===== config.mk =====
export PLATFORM = sky130hd
export DESIGN_NAME = inst_fetch
export DESIGN_NICKNAME = d
export VERILOG_FILES = /design/src/rtl/inst_fetch.sv
export SDC_FILE = /design/constraint.sdc
export NUM_CORES = 1
export LEC_CHECK = 0
export ABC_AREA = 1
export CORE_MARGIN = 2
export CORE_UTILIZATION = 51
export DETAILED_ROUTE_END_ITERATION = 12
export DONT_BUFFER_PORTS = 1
export GPL_TIMING_DRIVEN = 0
export PLACE_DENSITY = 0.81
export SLEW_MARGIN = 30
export SYNTH_ARGS = -nofsm -noshare
export SYNTH_HDL_FRONTEND = slang
export SYNTH_SLANG_ARGS = --single-unit

===== constraint.sdc =====
create_clock -name clk -period 1.7 [get_ports clk]
set_input_delay 0.17 -clock clk [delete_from_list [all_inputs] [get_ports clk]]
set_output_delay 0.17 -clock clk [all_outputs]
set_load 0.01 [all_outputs]

===== src/rtl/inst_fetch.sv =====
`default_nettype none
// ============================================================================
// Module   : inst_fetch
// Purpose  : Non-pipelined fetch/issue unit. Owns the PC, fetches one word
//            per instruction over a req/valid memory handshake, issues it for
//            one cycle with decoded field slices and reacts to the control
//            unit's pc_sel / inst_sel (advance, jump, hold, squash, replay).
// Options  : FETCH_MISALIGN_CHK_EN - jumps to non-word-aligned targets raise
//            fetch_err instead of silently clearing jump_addr[1:0].
// Revision : 1.0 - initial release
// ============================================================================
module inst_fetch #(
    parameter logic [31:0] RESET_PC    = 32'h0000_0000,
    parameter logic [31:0] NOP_INST    = 32'h0000_0013,
    parameter int          TIMEOUT_CYC = 16
) (
    input  logic        clk,
    input  logic        rst,
    input  logic [1:0]  pc_sel,
    input  logic [1:0]  inst_sel,
    input  logic [31:0] jump_addr,
    output logic        imem_req,
    output logic [31:0] imem_addr,
    input  logic        imem_valid,
    input  logic [31:0] imem_rdata,
    output logic [31:0] inst,
    output logic        inst_valid,
    output logic [31:0] pc_out,
    output logic [4:0]  opcode,
    output logic [2:0]  func3,
    output logic [6:0]  func7,
    output logic [4:0]  rd,
    output logic [4:0]  rs1,
    output logic [4:0]  rs2,
    output logic        fetch_err
);

    localparam int CNT_W = $clog2(TIMEOUT_CYC + 1);
    localparam logic [CNT_W-1:0] C_WAIT_LAST = CNT_W'(TIMEOUT_CYC - 1);

    localparam logic [1:0] C_ST_IDLE  = 2'd0;
    localparam logic [1:0] C_ST_WAIT  = 2'd1;
    localparam logic [1:0] C_ST_ISSUE = 2'd2;
    localparam logic [1:0] C_ST_ERR   = 2'd3;

    logic [1:0]       state_q,     state_d;
    logic [31:0]      pc_q,        pc_d;
    logic [31:0]      inst_q,      inst_d;
    logic [31:0]      pc_out_q,    pc_out_d;
    logic             fetch_err_q, fetch_err_d;
    logic             squash_q,    squash_d;
    logic [CNT_W-1:0] wait_cnt_q,  wait_cnt_d;

    logic [31:0]      w_jump_tgt;
    logic [31:0]      w_pc_next;
    logic             w_misalign;

    // State register: every flop of the unit, reset wins over all events
    always_ff @(posedge clk) begin
        if (rst) begin
            state_q     <= C_ST_IDLE;
            pc_q        <= RESET_PC;
            inst_q      <= NOP_INST;
            pc_out_q    <= RESET_PC;
            fetch_err_q <= 1'b0;
            squash_q    <= 1'b0;
            wait_cnt_q  <= '0;
        end else begin
            state_q     <= state_d;
            pc_q        <= pc_d;
            inst_q      <= inst_d;
            pc_out_q    <= pc_out_d;
            fetch_err_q <= fetch_err_d;
            squash_q    <= squash_d;
            wait_cnt_q  <= wait_cnt_d;
        end
    end

    // Next-state and datapath: fetch handshake, timeout, PC selection
    always_comb begin
        state_d     = state_q;
        pc_d        = pc_q;
        inst_d      = inst_q;
        pc_out_d    = pc_out_q;
        fetch_err_d = fetch_err_q;
        squash_d    = squash_q;
        wait_cnt_d  = wait_cnt_q;

        // Masking (rather than slicing) keeps every jump_addr bit in use
        w_jump_tgt = jump_addr & 32'hFFFF_FFFC;
        case (pc_sel)
            2'b00:   w_pc_next = w_jump_tgt;
            2'b10:   w_pc_next = pc_q;
            default: w_pc_next = pc_q + 32'd4;
        endcase
`ifdef FETCH_MISALIGN_CHK_EN
        w_misalign = (pc_sel == 2'b00) && (jump_addr[1:0] != 2'b00);
`else
        w_misalign = 1'b0;
`endif

        case (state_q)
            C_ST_IDLE: begin
                state_d    = C_ST_WAIT;
                wait_cnt_d = '0;
            end
            C_ST_WAIT: begin
                if (imem_valid) begin
                    // A pending squash swaps the fetched word for a NOP
                    inst_d     = squash_q ? NOP_INST : imem_rdata;
                    squash_d   = 1'b0;
                    pc_out_d   = pc_q;
                    wait_cnt_d = '0;
                    state_d    = C_ST_ISSUE;
                end else if (wait_cnt_q == C_WAIT_LAST) begin
                    fetch_err_d = 1'b1;
                    wait_cnt_d  = '0;
                    state_d     = C_ST_ERR;
                end else begin
                    wait_cnt_d = wait_cnt_q + 1'b1;
                end
            end
            C_ST_ISSUE: begin
                if (w_misalign) begin
                    fetch_err_d = 1'b1;
                    state_d     = C_ST_ERR;
                end else begin
                    pc_d = w_pc_next;
                    case (inst_sel)
                        2'b01: begin
                            squash_d = 1'b1;
                            state_d  = C_ST_WAIT;
                        end
                        2'b10: begin
                            // Replay keeps the word but reports the updated PC
                            pc_out_d = w_pc_next;
                            state_d  = C_ST_ISSUE;
                        end
                        default: state_d = C_ST_WAIT;
                    endcase
                end
            end
            C_ST_ERR: begin
                state_d = C_ST_ERR;
            end
            default: begin
                state_d = C_ST_IDLE;
            end
        endcase
    end

    // Outputs: handshake strobes decoded from state, data from registers
    always_comb begin
        imem_req   = (state_q == C_ST_WAIT);
        inst_valid = (state_q == C_ST_ISSUE);
        imem_addr  = pc_q;
        inst       = inst_q;
        pc_out     = pc_out_q;
        fetch_err  = fetch_err_q;
        opcode     = inst_q[6:2];
        func3      = inst_q[14:12];
        func7      = inst_q[31:25];
        rd         = inst_q[11:7];
        rs1        = inst_q[19:15];
        rs2        = inst_q[24:20];
    end

endmodule
`default_nettype wire


======== After elaboration in Yosys (flattened, before gate mapping) ========
Cells that the tools add are included.
Widths: inputs -> output; s select.
cells by class
  add/sub/neg operators ................... 2
  equality and inequality tests ........... 11
  multiplexer cells ....................... 15
  bitwise operators ....................... 1
  reduce and logical (&&, ||, !) cells .... 8
operators by type and width
  kind                   number
  $pmux 32 s2            2
  $mux 32                3
  $add 32x3->32 const B  1
  $mux 5                 2
  $pmux 5 s2             1
  $reduce_and 3->1       3
  $eq 2x2->1 const B     4
  $pmux 2 s4             1
  $mux 2                 3
  $ne 2x1->1 const B     3
  $add 5x1->5 const B    1
  $eq 5x4->1 const B     1
  $eq 2x1->1 const B     2
  $logic_not 2->1        2
  $reduce_bool 2->1      2
  $ne 3x1->1 const B     1
  $mux 1                 2
  $pmux 1 s2             1
  $reduce_and 2->1       1
  $not 1->1              1
word-level totals
  bits in registers ....................... 105
  input bits .............................. 71
  output and inout port bits .............. 129
  logic and storage cells ................. 44

======== Depth between registers and ports, before layout ========
Gate-level depths: netlist of the first run.
  word-level depth ........................ 4
  depth in mapped cells ................... 12
  gate-level depth less buffers ........... 12

======== Worst setup path after synthesis of the first run ========
OpenSTA, ideal clock, no wires.
  path type ............................... register -> register
  from .................................... reg state_q[0]
  to ...................................... reg pc_out_q[4], in the netlist pc_out[4]
  setup time .............................. 0.116 ns
  arrival ................................. 1.623 ns
  setup slack ............................. -0.039 ns
  stages on the path, launching flop included .. 11
  path buffers ............................ 1
  period minus slack after synthesis ...... 1.739 ns
  cell sequence ........................... dfxtp_1 -> inv_1 -> ha_1 -> inv_2 -> nor2_4 -> buf_6 -> o21ai_0 -> a21oi_2 -> nand2_1 -> o211ai_1 -> inv_1
on the way
  word-level cells in the longest chain between the ends .. 3
  elaborated cells on any way between the ends .. 7
  those cells by class .................... 4 x eq/ne; 1 x mux; 2 x reduce/logical
ends and longest elaborated chain
  element                                                           RTL line  text
  start, declared                                                   46        logic [1:0] state_q, state_d;
  start signal, assigned                                            69        state_q <= state_d;
  $eq 2x2->1 *                                                      -
  via inst_valid                                                    27        output logic inst_valid,
  $ne 2x1->1 (no line) / $reduce_bool 2->1 (equally long branches)  -
  $reduce_and 3->1 (no line)                                        -
  end signal, assigned                                              72        pc_out_q <= pc_out_d;
  end, declared                                                     49        logic [31:0] pc_out_q, pc_out_d;
Mark *: on every way through the listed nets, which the timed path passes. The rest lies on a longest branch.
A chain may end at the register's enable or synchronous reset.

======== Worst setup path after layout of the first run ========
  from .................................... reg state_q[0]
  to ...................................... reg pc_out_q[20], in the netlist pc_out[20]
The elaborated chain is that of the path after synthesis.

==> results of run 1 <==
## state kept, by name (all words and copies together) (netlist names)
register	flops
squash_q	1
state_q	2
inst	32
imem_addr	32
wait_cnt_q	5
fetch_err	1
pc_out	32
## cell usage in the layout (no fill, tap or decap), drive strengths merged
cell         instances
a211oi               1
a21boi               2
a21o                 1
a21oi               69
a221oi               8
a22oi                3
and2                 1
buf                 69
bufinv               2
clkbuf              36
clkinv               1
dfxtp              105
dlygate4sd3         35
ha                   7
inv                 74
nand2              213
nand3               56
nand3b               1
nand4                1
nor2               108
nor3                 8
o211ai               9
o21ai               43
o221a                1
o31ai                2
or2                  2
xor2                 1
## what timing repair did
action,4_1_cts,5_1_grt
gates resized for setup,60,117
setup buffers,8,15
cloned,3,3
pin swaps,7,40
hold buffers,35,0
endpoints found under the setup margin,95,80
hold endpoints to repair,35,0
## cell type report
class                      instances  area, um^2  share of cell area
buffer                            64         457              0.0667
tap                              136         170              0.0248
sequential                       105        2170               0.317
inverter                          73         297              0.0433
multi-input combinational        537        2900               0.423
clock inverter                     4        73.8              0.0108
clock buffer                      12         145              0.0212
timing repair buffer              64         638              0.0932
## worst paths after layout
path	from	to	depth (start not counted)
max reg2reg	state_q[0]	pc_out[20]	11
max	state_q[0]	pc_out[20]	11
min	jump_addr[13]	imem_addr[13]	2
min reg2reg	wait_cnt_q[4]	wait_cnt_q[4]	2
## cells by family after synthesis
group	synth area share
AND/OR/NAND/NOR	0.319
AO/OA/AOI/OAI	0.151
buffers and inverters	0.123
flip-flops	0.390
adder cells (fa/ha/maj)	0.0162
XOR/XNOR	0.00162
## metal layers
layer,vias up,routed length [um],track usage
met1,2498,7160,0.380
li1,2630,-,-
met3,61,2080,0.0948
met5,-,0,0
met4,0,571,0.101
met2,327,7930,0.439
## power by group
group          switching (mW)  total [mW]  internal [mW]
Sequential              0.806        3.84           3.03
Combinational            2.14        3.89           1.75
Clock                   0.888        1.76          0.876
## per-stage QoR
step | total power [mW] | instance area [um^2] | hold WS [ns]
6_report | 9.49 | 6850 | 0.00973
5_1_grt | 10.0 | 6850 | 0.0384
4_1_cts | 8.72 | 6410 | 0.00893
3_5_place_dp | 6.37 | 5570 | 0.310
3_3_place_gp | 6.32 | 5570 | 0.304
2_1_floorplan | 5.63 | 5400 | 0.302
==> out/qor.yml, run 1 <==
placed_design:
  dp.cells: 915
  io_buffers: 0
  dp_hpwl_um: 11600
  post-place-ws_ns: -0.477
  gp_congestion: 0.927
floorplan:
  num_rows: 37
  die_h_um: 107
  io_pins: 200
  dieArea_um2: 11400
  core_um2: 10300
  die_w_um: 107
  start_util: 0.525
grt:
  grt_pass1_vias: 4935
  grt_max_degree: 17
  grt-ovfl-total: 0
  grt_pass1_wl_um: 25700
  grt_usage: 0.287
  antenna_found_initial: 0
job:
  maxCapViolCount: 0
yosys:
  synth_edf_count: 0
  synth_area_um2: 5400
  synthDistinctLibCells: 41
  synth.top_cell.area_share: 0.390
  synth_ff_type: "dfxtp_1"
  syn_nets: 857
  post-synth-top-area-cell: "dfxtp_1"
  synth_area_leaders: "dfxtp_1, nand2_1, nor2_1"
  synth-seq-cells: 105
  avgSynthCellArea_um2: 6.93
  ys.warnings.count: 0
  synth_commonest_cells: "nand2_1, dfxtp_1, nor2_1"
  synthArstFlopShare: 0
  synthCells: 779
  yosysSeqAreaShare: 0.390
  yosysMostFrequentCell: "nand2_1"
timing:
  fin_crit_sh: 1.06
  tns_ns: -1.11
  fmax_mhz: 556
  slew_viol_final: 0
  fin_ws_ns: -0.0990
  setup_violations: 25
  period_minus_slack_ns: 1.80
  final-hold-violation-count: 0
  max_slew.worst_pin.slew_ns: 0.654
  clock_skew_ns: 0.0166
  slew-limit-headroom: 0.564
  rsz0062_at_grt: "yes"
worst_setup_path:
  path_buf_inv: 5
  critPathKind: "reg2reg"
  critPathMaxFanout: 5
  slowest_delay_ns: 0.37
  required_ns: 1.98
  crit_path_start_kind: "register"
  r2r_slack_ns: -0.1
  crit_family: "simple AND/OR/NAND/NOR gates"
  cp-end-kind: "register"
  cpMaxStageDelayCell: "dfxtp_4"
  arrival_ns: 2.07
  crit_chain: "inv_6 > ha_4 > inv_8 > nor2_4 > buf_4 > buf_6 > o21ai_0 > nand2_1 > nand3_1 > nand2_1 > inv_1"
  crit_top_cell: "nand2_1"
clocking:
  clock-root-buffer: "clkbuf_8"
  cts_buffer_depth: 2
  clkTransAtPathRegs_ns: 0.10
  cts_buffers: 9
  insertion_delay_ns: 0.38
  numClockSinks: 105
  htree_num_levels: 3
  cts_tree: "yes"
drt:
  drt_iter0_drc: 601
  totalWireLength_um: 17700
  wl_per_cell_um: 17.8
  vias_per_cell: 5.54
  firstDrtPassIters: 9
  drc: 0
  ant_nets: 0
  via_count: 5516
pwr:
  power_density_nw_per_um2: 1390
  p_leak_nw: 2.85
  peakVddDrop_mv: 0.896
layout:
  drive_above_1_share: 0.255
  nets: 932
  stdcell_count: 995
  fill_cells: 836
  syn_to_final_growth_pct: 26.9
  antennaDiodeCount: 0
  fin_util: 0.666
outcome:
  status: "complete, but fails checks"
  violations: "negative setup slack"
worst_hold_path:
  hold_class: "in2reg"
(Power assumes the default switching activity.)
==> run 2: changes to the inputs <==
--- a/config.mk
+++ b/config.mk
@@ -6,12 +6,13 @@
 export NUM_CORES = 1
 export LEC_CHECK = 0
 export ABC_AREA = 1
+export CAP_MARGIN = 20
 export CORE_MARGIN = 2
 export CORE_UTILIZATION = 51
 export DETAILED_ROUTE_END_ITERATION = 12
 export DONT_BUFFER_PORTS = 1
 export GPL_TIMING_DRIVEN = 0
-export PLACE_DENSITY = 0.81
+export PLACE_DENSITY = 0.78
 export SLEW_MARGIN = 30
 export SYNTH_ARGS = -nofsm -noshare
 export SYNTH_HDL_FRONTEND = slang
==> run 2 against run 1 <==
Compared with the run above: sequential power hardly changed; the run still ends with negative setup slack left; wire length is 5.3% higher; clock skew is 0.0056 ns lower; highest routed layer unchanged; largest power group is now registers.
==> out/qor.yml, run 2 (synthesized netlist as in run 1, its figures left out) <==
layout:
  drive_above_1_share: 0.251  # -0.00377
  fin_area_um2: 6760  # -1.2%
  nets: 925  # -0.75%
  final_common_cell: "nand2_1"
  layout_common_cells: "nand2_1, dfxtp_1, nor2_1"
  fill_cells: 872  # +4.3%
  antennaDiodeCount: 0  # unchanged
  syn_to_final_growth_pct: 25.3
  stdcell_count: 988  # -0.70%
worst_hold_path:
  min_from: "jump_addr[10]"
  hold_end: "imem_addr[10]"
  hold_class: "in2reg"
  hold_depth: 4  # +2
worst_setup_path:
  cp-end-kind: "register"
  slowest_delay_ns: 0.39  # +0.02 ns
  crit_chain: "inv_6 > ha_4 > inv_8 > nor2_4 > buf_6 > o21ai_0 > nand2_1 > nand3_2 > o211ai_1 > inv_1"
  r2r_slack_ns: -0.09  # about the same
  crit_path_start_kind: "register"
  cpMaxStageDelayCell: "dfxtp_4"
  arrival_ns: 2.08  # about the same
  r2r_start: "state_q[0]"
  required_ns: 1.99  # about the same
  reg2reg_to: "pc_out[13]"
  critPathKind: "reg2reg"
  critPathMaxFanout: 8  # +3
  ff2ff_path_depth: 10  # -1
floorplan:
  io_pins: 200  # unchanged
  dieArea_um2: 11400  # unchanged
  num_rows: 37  # unchanged
  die_h_um: 107  # unchanged
  die_w_um: 107  # unchanged
  core_um2: 10300  # unchanged
  start_util: 0.525  # unchanged
clocking:
  numClockSinks: 105  # unchanged
  cts_tree: "yes"
  htree_num_levels: 3  # unchanged
  cts_buffers: 9  # unchanged
  clock-root-buffer: "clkbuf_8"
  cts_buffer_depth: 2  # unchanged
  clkTransAtPathRegs_ns: 0.11  # about the same
  insertion_delay_ns: 0.38  # about the same
drt:
  vias_per_cell: 5.77  # +4.0%
  ant_nets: 0  # unchanged
  totalWireLength_um: 18700  # +5.3%
  via_count: 5696  # +3.3%
  drc: 0  # unchanged
  wl_per_cell_um: 18.9  # +6.0%
  drt_iter0_drc: 488  # -19%
  firstDrtPassIters: 6  # -3
outcome:
  status: "complete, but fails checks"
  violations: "negative setup slack"
timing:
  tns_ns: -0.340  # +0.765 ns
  final-hold-violation-count: 0  # unchanged
  slew-limit-headroom: 0.555  # -0.00896
  clock_skew_ns: 0.0109  # -0.00560 ns
  period_minus_slack_ns: 1.79  # -0.00498 ns
  setup_violations: 6  # -76%
  rsz0062_at_grt: "yes"
  fin_ws_ns: -0.0940  # +0.00498 ns
  slew_viol_final: 0  # unchanged
  fin_crit_sh: 1.06  # -0.00293
  max_slew.worst_pin.slew_ns: 0.667  # +0.0134 ns
  fmax_mhz: 557  # +0.28%
grt:
  antenna_found_initial: 0  # unchanged
  grt_pass1_vias: 5274  # +6.9%
  grt_max_degree: 19  # +2
  grt_pass1_wl_um: 27300  # +6.4%
  grt-ovfl-total: 0  # unchanged
  grt_usage: 0.309  # +0.0216
pwr:
  peakVddDrop_mv: 1.07  # +20%
  p_leak_nw: 2.80  # -2.0%
  power_density_nw_per_um2: 1370  # -1.5%
placed_design:
  place_area_um2: 5570  # unchanged
  io_buffers: 0  # unchanged
  dp_hpwl_um: 12700  # +8.8%
  gp_congestion: 0.928  # +0.12%
  dp.cells: 915  # unchanged
job:
  maxCapViolCount: 0  # unchanged
-- run 2: cell types whose count changed in the layout (fill, tap and decap cells not counted), moves of 3 or more --
| cell | delta |
|---|---|
| o21ai_0 | +9 |
| o21ai_2 | -5 |
| buf_6 | +4 |
| nand2_2 | +3 |
| buf_4 | -10 |
| o21ai_1 | -4 |
-- run 2: metal layers --
layer / vias up / global-route usage / routed length [um] / share of wire
met1: 2691 / 0.376 / 7080 / 0.38
met5: - / 0 / 0 / 0
li1: 2611 / - / - / -
met3: 60 / 0.0900 / 2050 / 0.11
met2: 334 / 0.502 / 8800 / 0.47
met4: 0 / 0.147 / 740 / 0.040
-- run 2: stage by stage --
stage	hold WS [ns]	power (mW)	util	setup slack (ns)
after CTS	0.00367	8.67	0.623	0.00190
after global routing	0.0399	9.71	0.658	-0.116
after global placement	0.307	6.30	0.542	-0.398
final	0.0184	9.24	0.658	-0.0940
after detailed placement	0.309	6.41	0.542	-0.470
after floorplan	0.302	5.63	-	0.0123
-- run 2: area by class of cell --
class / instances / area (um^2) / area share
Inverter: 73 / 302 / 0.0446
Tap cell: 136 / 170 / 0.0252
Buffer: 64 / 463 / 0.0685
Timing Repair Buffer: 56 / 542 / 0.0801
Multi-Input combinational cell: 538 / 2910 / 0.430
Clock inverter: 6 / 75.1 / 0.0111
Clock buffer: 10 / 128 / 0.0189
Sequential cell: 105 / 2170 / 0.322
-- run 2: worst max-delay path, delay by kind of cell, from the launching register on --
kind                       cells  cell delay (ns)
and+or+nand+nor                3             0.46
AOI/OAI and AO/OA              2             0.23
buffers and inverters          4             0.35
DFF                            1             0.39
adders and majority gates      1             0.27
-- run 2: how the worst max path moves through the flow --
stage / start / endpoint / cells after the start
after floorplan: state_q[1] / pc_out[4] / 11
after global placement: state_q[1] / pc_out[4] / 11
after detailed placement: state_q[1] / pc_out[8] / 11
after CTS: imem_addr[2] / pc_out[14] / 10
after global routing: state_q[0] / pc_out[13] / 10
final: state_q[0] / pc_out[13] / 10
-- run 2: what timing repair did --
item                                    in CTS  in global routing
gates resized for setup                     67                108
cloned                                       5                  0
hold buffers                                35                  1
endpoints found under the hold margin       35                  1
endpoints found under the setup margin      95                 82
setup buffers                                8                  8
pin swaps                                   11                 23
-- run 2: power breakdown --
part	internal [mW]	switching, mW	leakage, nW
Combinational	1.59	2.14	1.82
Sequential	3.03	0.814	0.873
Clock	0.706	0.949	0.104
==> run 3: changes to the inputs <==
--- a/config.mk
+++ b/config.mk
@@ -13,7 +13,9 @@
 export DONT_BUFFER_PORTS = 1
 export GPL_TIMING_DRIVEN = 0
 export PLACE_DENSITY = 0.78
-export SLEW_MARGIN = 30
+export REMOVE_ABC_BUFFERS = 1
+export SETUP_SLACK_MARGIN = 0.02
+export SLEW_MARGIN = 15
 export SYNTH_ARGS = -nofsm -noshare
 export SYNTH_HDL_FRONTEND = slang
 export SYNTH_SLANG_ARGS = --single-unit
==> run 3 against run 2 <==
Compared with the run above: the flow finishes with violations (negative hold slack, negative setup slack); worst setup slack better by 0.076 ns; cell count down 8.2%; wire length down 14%; sequential share of layout area up 2.6 points; via count down 10%; combinational power up 2%; hold slack worse by 0.18 ns; largest power group unchanged.
==> out/qor.yml, run 3 (synthesized netlist as in run 1, its figures left out) <==
outcome:
  status: "complete, but fails checks"
  violations: "negative hold slack, negative setup slack"
drt:
  wl_met3_um: 1140  # -45%
  met1_length_um: 6860  # -3.2%
  via_count: 5121  # -10%
  totalWireLength_um: 16100  # -14%
  vias_per_cell: 5.65  # -2.1%
  drt_iter0_drc: 378  # -23%
  wl_per_cell_um: 17.8  # -5.9%
  highest_layer: "met4"
  firstDrtPassIters: 5  # -1
  drc: 0  # unchanged
  ant_nets: 0  # unchanged
  wl_met2_um: 7790  # -11%
timing:
  clock_skew_ns: 0.0108  # -0.000165 ns
  max_slew.worst_pin.slew_ns: 0.987  # +0.320 ns
  whs_ns: -0.158  # -0.177 ns
  final-hold-violation-count: 65  # +65
  slew_viol_final: 0  # unchanged
  fin_crit_sh: 1.01  # -0.0447
  fin_ws_ns: -0.0181  # +0.0759 ns
  slew-limit-headroom: 0.341  # -0.214
  fmax_mhz: 582  # +4.4%
  setup_violations: 2  # -4
  rsz0062_at_grt: "yes"
  period_minus_slack_ns: 1.72  # -0.0759 ns
clocking:
  insertion_delay_ns: 0.38  # about the same
  cts_buffers: 9  # unchanged
  clkTransAtPathRegs_ns: 0.11  # about the same
  cts_tree: "yes"
  hold_buffers: 2  # -94%
  clock-root-buffer: "clkbuf_8"
  numClockSinks: 105  # unchanged
  cts_buffer_depth: 2  # unchanged
  htree_num_levels: 3  # unchanged
floorplan:
  start_util: 0.525  # unchanged
  num_rows: 37  # unchanged
  core_um2: 10300  # unchanged
  die_h_um: 107  # unchanged
  die_w_um: 107  # unchanged
  io_pins: 200  # unchanged
  dieArea_um2: 11400  # unchanged
placed_design:
  place_area_um2: 5200  # -6.6%
  dp_hpwl_um: 10200  # -19%
  gp_congestion: 0.925  # -0.33%
  post-place-ws_ns: -1.02  # -0.548 ns
  io_buffers: 0  # unchanged
job:
  maxCapViolCount: 0  # unchanged
layout:
  nets: 844  # -8.8%
  fill_cells: 922  # +5.7%
  fin_util: 0.605  # -0.0528
  final_common_cell: "nand2_1"
  antennaDiodeCount: 0  # unchanged
  syn_to_final_growth_pct: 15.3
  fin_area_um2: 6220  # -8.0%
  drive_above_1_share: 0.241  # -0.00993
  layout_common_cells: "nand2_1, dfxtp_1, nor2_1"
grt:
  grt-ovfl-total: 0  # unchanged
  grt_max_degree: 79  # +60
  antenna_found_initial: 0  # unchanged
  grt_pass1_wl_um: 23700  # -13%
  grt_pass1_vias: 4656  # -12%
  grt_usage: 0.261  # -0.0477
pwr:
  power_density_nw_per_um2: 1500  # +9.9%
  peakVddDrop_mv: 0.900  # -16%
  p_leak_nw: 2.48  # -11%
worst_hold_path:
  hold_class: "in2reg"
  hold_depth: 1  # -3
worst_setup_path:
  required_ns: 2.02  # +0.03 ns
  ff2ff_path_depth: 11  # +1
  arrival_ns: 2.04  # -0.04 ns
  critPathMaxFanout: 5  # -3
  critPathKind: "reg2reg"
  crit_path_start_kind: "register"
  cp-end-kind: "register"
## run 3: repair_timing
action	4_1_cts	5_1_grt
cloned	4	4
buffers inserted	11	18
hold endpoints to repair	77	73
endpoints found under the setup margin	98	84
gates resized for setup	44	98
pin swaps	9	14
## run 3: path summary, 6_finish.rpt
kind | from | slack (ns) | to
max | state_q[1] | -0.02 | imem_addr[14]
max reg2reg | state_q[1] | -0.02 | imem_addr[14]
min reg2reg | wait_cnt_q[4] | 0.46 | wait_cnt_q[4]
min | rst | -0.16 | inst[12]
## run 3: layout make-up
type | instances | area [um^2] | share of cell area
multi-input combinational | 539 | 2910 | 0.468
sequential | 105 | 2160 | 0.347
timing repair buffer | 37 | 470 | 0.0756
inverter | 73 | 300 | 0.0483
tap | 136 | 170 | 0.0274
clock buffer | 10 | 128 | 0.0205
clock inverter | 6 | 72.6 | 0.0117
timing repair inverter | 1 | 7.51 | 0.00121
## run 3: report_power, final
group / total [mW] / leakage (nW) / internal, mW / switching (mW)
Sequential: 3.90 / 0.872 / 3.04 / 0.860
Clock: 1.62 / 0.0979 / 0.701 / 0.918
Combinational: 3.81 / 1.51 / 1.80 / 2.01
## run 3: through the flow
step                hold slack [ns]  power [mW]  TNS, ns  std cells
floorplan                     0.239        5.36   -27.25        715
global placement              0.246        5.85   -66.33        851
detailed placement            0.247        6.00   -60.53        852
CTS                          -0.163        8.25        0        885
global route                 -0.184        9.89    -1.19        907
finish                       -0.158        9.33  -0.0325        907
## run 3: worst max-delay path, cell delays in order (launching register included)
cell	delay [ns]
dfxtp_4	0.38
buf_6	0.10
ha_4	0.24
nand2_8	0.10
inv_6	0.07
nand3_4	0.09
nor2_4	0.17
nand2_2	0.10
o21ai_1	0.12
a21oi_1	0.08
buf_4	0.15
nor2_1	0.07
## run 3: per-layer routing
| layer | GRT usage | vias to the layer above |
|---|---|---|
| li1 | - | 2453 |
| met1 | 0.351 | 2444 |
| met2 | 0.419 | 194 |
| met3 | 0.0553 | 30 |
| met4 | 0.0872 | 0 |
| met5 | 0 | - |
==> edit 1 (config.mk and constraints of run 1) <==
Register the inputs `inst_sel`, `imem_valid` and `imem_rdata` before use, cleared by the reset. The logic sees them one clock later. The other inputs are not delayed to match.
--- a/src/rtl/inst_fetch.sv
+++ b/src/rtl/inst_fetch.sv
@@ -43,4 +43,20 @@
     localparam logic [1:0] C_ST_ISSUE = 2'd2;
     localparam logic [1:0] C_ST_ERR   = 2'd3;
+
+    logic [1:0] inst_sel_q;
+    logic imem_valid_q;
+    logic [31:0] imem_rdata_q;
+
+    always_ff @(posedge clk) begin
+        if (rst) begin
+            inst_sel_q   <= '0;
+            imem_valid_q <= '0;
+            imem_rdata_q <= '0;
+        end else begin
+            inst_sel_q   <= inst_sel;
+            imem_valid_q <= imem_valid;
+            imem_rdata_q <= imem_rdata;
+        end
+    end
 
     logic [1:0]       state_q,     state_d;
@@ -106,7 +122,7 @@
             end
             C_ST_WAIT: begin
-                if (imem_valid) begin
+                if (imem_valid_q) begin
                     // A pending squash swaps the fetched word for a NOP
-                    inst_d     = squash_q ? NOP_INST : imem_rdata;
+                    inst_d     = squash_q ? NOP_INST : imem_rdata_q;
                     squash_d   = 1'b0;
                     pc_out_d   = pc_q;
@@ -127,5 +143,5 @@
                 end else begin
                     pc_d = w_pc_next;
-                    case (inst_sel)
+                    case (inst_sel_q)
                         2'b01: begin
                             squash_d = 1'b1;
Formal check against the unedited RTL: not equivalent (Yosys sat finds a counterexample within 4 cycles, from zero or initial values and one cycle with rst high).
==> edit 1 against run 1 <==
  * The flow still finishes with violations (setup timing)
  * Cell area increased by 21%
  * Sequential cell count increased by 35
  * Synthesized area is 16% higher
  * Clock skew down 0.0085 ns
  * Clock power is 110% higher
  * Global-route usage rose by 0.44 points
  * Setup slack better by 0.017 ns
  * Power grew 35%
  * Routed wire length rose by 14%
  * Largest power group is now sequential cells
==> edit 1: results (changes against run 1) <==
{
  "routedLengthMet1": {"value": 8072, "unit": "um", "change": "+13%"},
  "seq-power": {"value": 4.66, "unit": "mW", "change": "+21%"},
  "top_post_synthesis_cells_by_count": {"value": "sky130_fd_sc_hd__nand2_1 (199), sky130_fd_sc_hd__nor2_1 (142), sky130_fd_sc_hd__dfxtp_1 (140)"},
  "place_area": {"value": 6445, "unit": "um2", "change": "+16%"},
  "drt-total-wl": {"value": 20260, "unit": "um", "change": "+14%"},
  "n_fill_cell": {"value": 920, "change": "+10%"},
  "largest_cells_by_area_after_synthesis": {"value": "sky130_fd_sc_hd__dfxtp_1 (45%), sky130_fd_sc_hd__nand2_1 (12%), sky130_fd_sc_hd__nor2_1 (8.5%)"},
  "drtIter0Drc": {"value": 554, "change": "-7.8%"},
  "synth_compound_gate_area_share": {"value": 0.1254, "change": "-0.02577"},
  "finalWorstSetupSlack": {"value": -0.08195, "unit": "ns", "change": "+0.01702 ns"},
  "clk-insertion-delay-late": {"value": 0.42, "unit": "ns", "change": "+0.04 ns"},
  "post_synth_num_cell_types": {"value": 43, "change": "+4.9%"},
  "whs_path_depth": {"value": 4, "change": "+2"},
  "vdd_ir_drop_max": {"value": 0.0009711, "unit": "V", "change": "+8.4%"},
  "setup_viol_count_final": {"value": 26, "change": "+4.0%"},
  "dr.pass1.iters": {"value": 5, "change": "-4"},
  "cts_root_buf": {"value": "sky130_fd_sc_hd__clkbuf_16"},
  "syn_nets": {"value": 971, "change": "+13%"},
  "r2r_worst_path_depth": {"value": 12, "change": "+1"},
  "clock-skew-final": {"value": 0.008091, "unit": "ns", "change": "-0.008461 ns"},
  "worst_slew_pin_slew": {"value": 0.6969, "unit": "ns", "change": "+0.04317 ns"},
  "total_power_density_per_cell_area": {"value": 1557, "unit": "nW/um2", "change": "+12%"},
  "arrival": {"value": 2.10, "unit": "ns", "change": "+0.03 ns"},
  "critPathTopFamily": {"value": "buffers and inverters"},
  "yosys.area_share.adder": {"value": 0.01400, "change": "-0.002230"},
  "switching_power": {"value": 4.724, "unit": "mW", "change": "+23%"},
  "grt_pass1_wl": {"value": 29820, "unit": "um", "change": "+16%"},
  "routed-wl-met2": {"value": 9731, "unit": "um", "change": "+23%"},
  "outcome": {"value": "finished, violations left"},
  "globalRouteMet3Util": {"value": 0.09120, "change": "-0.003636"},
  "std_cell_rows": {"value": 40, "change": "+8.1%"},
  "failed_checks": {"value": "setup timing"},
  "grt.met2_usage": {"value": 0.4769, "change": "+0.03834"},
  "cts_setup_buffers": {"value": 10, "change": "+2"},
  "dpl.hpwl": {"value": 12960, "unit": "um", "change": "+11%"},
  "cts_made_buffers": {"value": 17, "change": "+8"},
  "share_of_final_layout_standard_cells_stronger_than_drive_strength_1": {"value": 0.2140, "change": "-0.04095"},
  "p_leak": {"value": 3.479, "unit": "nW", "change": "+22%"}
}
[edit 1: changes by cell type in the layout (fill, tap and decap cells not counted), moves of 11 or more]
cell / delta
sky130_fd_sc_hd__nor2_1: +44
sky130_fd_sc_hd__dfxtp_1: +35
sky130_fd_sc_hd__inv_1: +35
sky130_fd_sc_hd__clkbuf_16: +18
sky130_fd_sc_hd__o21ai_0: +12
sky130_fd_sc_hd__dlygate4sd3_1: +11
[edit 1: layout make-up]
class,instances,share of cell area
Buffer,66,0.05624
Clock buffer,20,0.05412
Clock inverter,12,0.01652
Inverter,106,0.05093
Multi-Input combinational cell,580,0.3623
Sequential cell,140,0.3449
Tap cell,147,0.02228
Timing Repair Buffer,76,0.09277
[edit 1: metrics by stage]
stage / setup slack (ns) / setup TNS (ns) / std cells / utilization
finish: -0.08195 / -0.9555 / 1147 / 0.6872
global route: -0.1553 / -3.331 / 1147 / 0.6872
CTS: -0.01804 / -0.02585 / 1130 / 0.6529
detailed placement: -0.4775 / -22.93 / 1040 / 0.5366
global placement: -0.4427 / -18.49 / 1040 / 0.5366
floorplan: 0.004253 / 0 / 893 / -
[edit 1: final timing paths]
| path | startpoint | end | slack [ns] |
|---|---|---|---|
| worst min-delay path | jump_addr[30] | imem_addr[30] | 0.01 |
| worst min register to register | imem_rdata_q[0] | inst[0] | 0.45 |
| worst max register to register | state_q[0] | pc_out[17] | -0.08 |
| worst max-delay path | state_q[0] | pc_out[17] | -0.08 |
[edit 1: worst reg2reg max path, delay by kind of cell (launching register included)]
kind | cells | cell delay (ns)
AND/OR/NAND/NOR | 5 | 0.42
flip-flops | 1 | 0.36
buffers and inverters | 6 | 0.69
adder cells (fa/ha/maj) | 1 | 0.19
==> edit 2 (config.mk and constraints of run 1) <==
Made on the original files. The option `FETCH_MISALIGN_CHK_EN` is turned on by a define.
--- a/src/rtl/inst_fetch.sv
+++ b/src/rtl/inst_fetch.sv
@@ -10,4 +10,6 @@
 // Revision : 1.0 - initial release
 // ============================================================================
+`define FETCH_MISALIGN_CHK_EN
+
 module inst_fetch #(
     parameter logic [31:0] RESET_PC    = 32'h0000_0000,
Check against the original RTL: not equivalent (a bounded check fails within 4 cycles, from zero or initial values and one cycle with rst high).
==> edit 2 against run 1 <==
  * Synthesized area is 5.1% higher
  * Synthesized cell count is 11% higher
  * Setup slack better by 0.11 ns
  * Count of clock-buffer cells in the layout is 1 lower
  * Maximum frequency is 6.6% higher
  * Non-clock buffer count is 6 lower
  * Routed wire length is 3.7% higher
  * Cell area is 1.2% lower
  * Sequential cell count stayed put
  * Clock skew is 0.0067 ns lower
  * Global-route usage is 0.83 points higher
  * Critical path type unchanged
  * Largest cell class unchanged
Power is not compared: it rests on default switching activity, and its combinational part moved more than twofold at a synthesized area within 25%.
==> edit 2: results (changes against run 1) <==
{
  "setup_viol_count_final": {"value": 0, "change": "-100%"},
  "grt_pass1_vias": {"value": 5573, "change": "+13%"},
  "detail_route.vias_per_cell": {"value": 5.693, "change": "+2.7%"},
  "crit_path_max_fanout": {"value": 7, "change": "+2"},
  "worstReg2RegEnd": {"value": "imem_addr[20]"},
  "synth_seq_area_share": {"value": 0.3705, "change": "-0.01907"},
  "num-nets-final": {"value": 998, "change": "+7.1%"},
  "dpl.hpwl": {"value": 12570, "unit": "um", "change": "+8.1%"},
  "gr-usage-all-layers": {"value": 0.2955, "change": "+0.008268"},
  "place_area": {"value": 5849, "unit": "um2", "change": "+5.0%"},
  "critical_path.startpoint": {"value": "imem_addr[3]"},
  "gpl.final_weighted_congestion": {"value": 0.9741, "change": "+5.1%"},
  "hold_path_end": {"value": "imem_addr[2]"},
  "regToRegSetupSlack": {"value": 0.01, "unit": "ns", "change": "+0.11 ns"},
  "timing.max_slew.rel_slack": {"value": 0.5814, "change": "+0.01720"},
  "largest_cells_by_area_after_synthesis": {"value": "sky130_fd_sc_hd__dfxtp_1 (37%), sky130_fd_sc_hd__nand2_1 (14%), sky130_fd_sc_hd__a21oi_1 (11%)"},
  "post_synth_num_cell_types": {"value": 31, "change": "-24%"},
  "post_synth_inst_count": {"value": 868, "change": "+11%"},
  "grt_start_max_net_pins": {"value": 18, "change": "+1"},
  "outcome": {"value": "complete, no violations"},
  "syn_nets": {"value": 941, "change": "+9.8%"},
  "min_from": {"value": "jump_addr[2]"},
  "clock-skew-final": {"value": 0.009870, "unit": "ns", "change": "-0.006682 ns"},
  "share_of_final_layout_standard_cells_stronger_than_drive_strength_1": {"value": 0.1677, "change": "-0.08721"},
  "arrival": {"value": 1.96, "unit": "ns", "change": "-0.11 ns"},
  "r2r_worst_path_depth": {"value": 12, "change": "+1"},
  "vias": {"value": 6092, "change": "+10%"},
  "final.period_utilization": {"value": 0.9930, "change": "-0.06522"},
  "grt_pass1_wl": {"value": 27590, "unit": "um", "change": "+7.4%"},
  "p_leak": {"value": 2.761, "unit": "nW"},
  "clk-insertion-delay-late": {"value": 0.37, "unit": "ns"},
  "drtIter0Drc": {"value": 646, "change": "+7.5%"},
  "top_post_synthesis_cells_by_count": {"value": "sky130_fd_sc_hd__nand2_1 (215), sky130_fd_sc_hd__a21oi_1 (126), sky130_fd_sc_hd__dfxtp_1 (105)"},
  "hold_slack": {"value": 0.01691, "unit": "ns", "change": "+0.007180 ns"},
  "dr.pass1.iters": {"value": 5, "change": "-4"},
  "dp_worst_setup_slack": {"value": -0.3965, "unit": "ns", "change": "+0.08058 ns"}
}
## edit 2: cell type report
type | count | area [um2]
multi-input cells | 593 | 2945
well taps | 140 | 175.2
clock inverters | 5 | 62.56
inverters | 94 | 357.8
plain buffers | 76 | 473.0
clock buffers | 11 | 141.4
fillers | 950 | 4075
repair buffers | 46 | 432.9
flip-flops and latches | 105 | 2177
## edit 2: worst max-delay path, cell delays in order (launching register included)
cell and delay [ns]:
sky130_fd_sc_hd__dfxtp_4 0.43, sky130_fd_sc_hd__ha_4 0.16, sky130_fd_sc_hd__nand2_1 0.08, sky130_fd_sc_hd__nor2_4 0.12, sky130_fd_sc_hd__nand2_4 0.09, sky130_fd_sc_hd__nor2_4 0.20
sky130_fd_sc_hd__nand2_1 0.10, sky130_fd_sc_hd__nand2_1 0.07, sky130_fd_sc_hd__nand2_1 0.04, sky130_fd_sc_hd__nand2_1 0.06, sky130_fd_sc_hd__nand2_2 0.07, sky130_fd_sc_hd__o21ai_2 0.11
sky130_fd_sc_hd__inv_1 0.04
## edit 2: cell families after synthesis
kind of cell / share of synthesized area
buf+inv: 0.1416
fa+ha+maj: 0.004409
xor+xnor: 0.01235
flops: 0.3705
simple gates: 0.2489
compound gates: 0.2223
## edit 2: layer usage
metal	vias to the layer above	global-route usage	routed length, um
met1	2762	0.3587	7148
met3	65	0.08951	2013
met5	-	0	0
met2	361	0.4793	8517
li1	2904	-	-
met4	0	0.1374	714
## edit 2: what timing repair did
action                                  CTS  global route
pin swaps                                 6             7
hold buffers                             35             0
gates resized for setup                  43            74
endpoints found under the setup margin   80            84
setup buffers                             4             7
hold endpoints to repair                 36             0
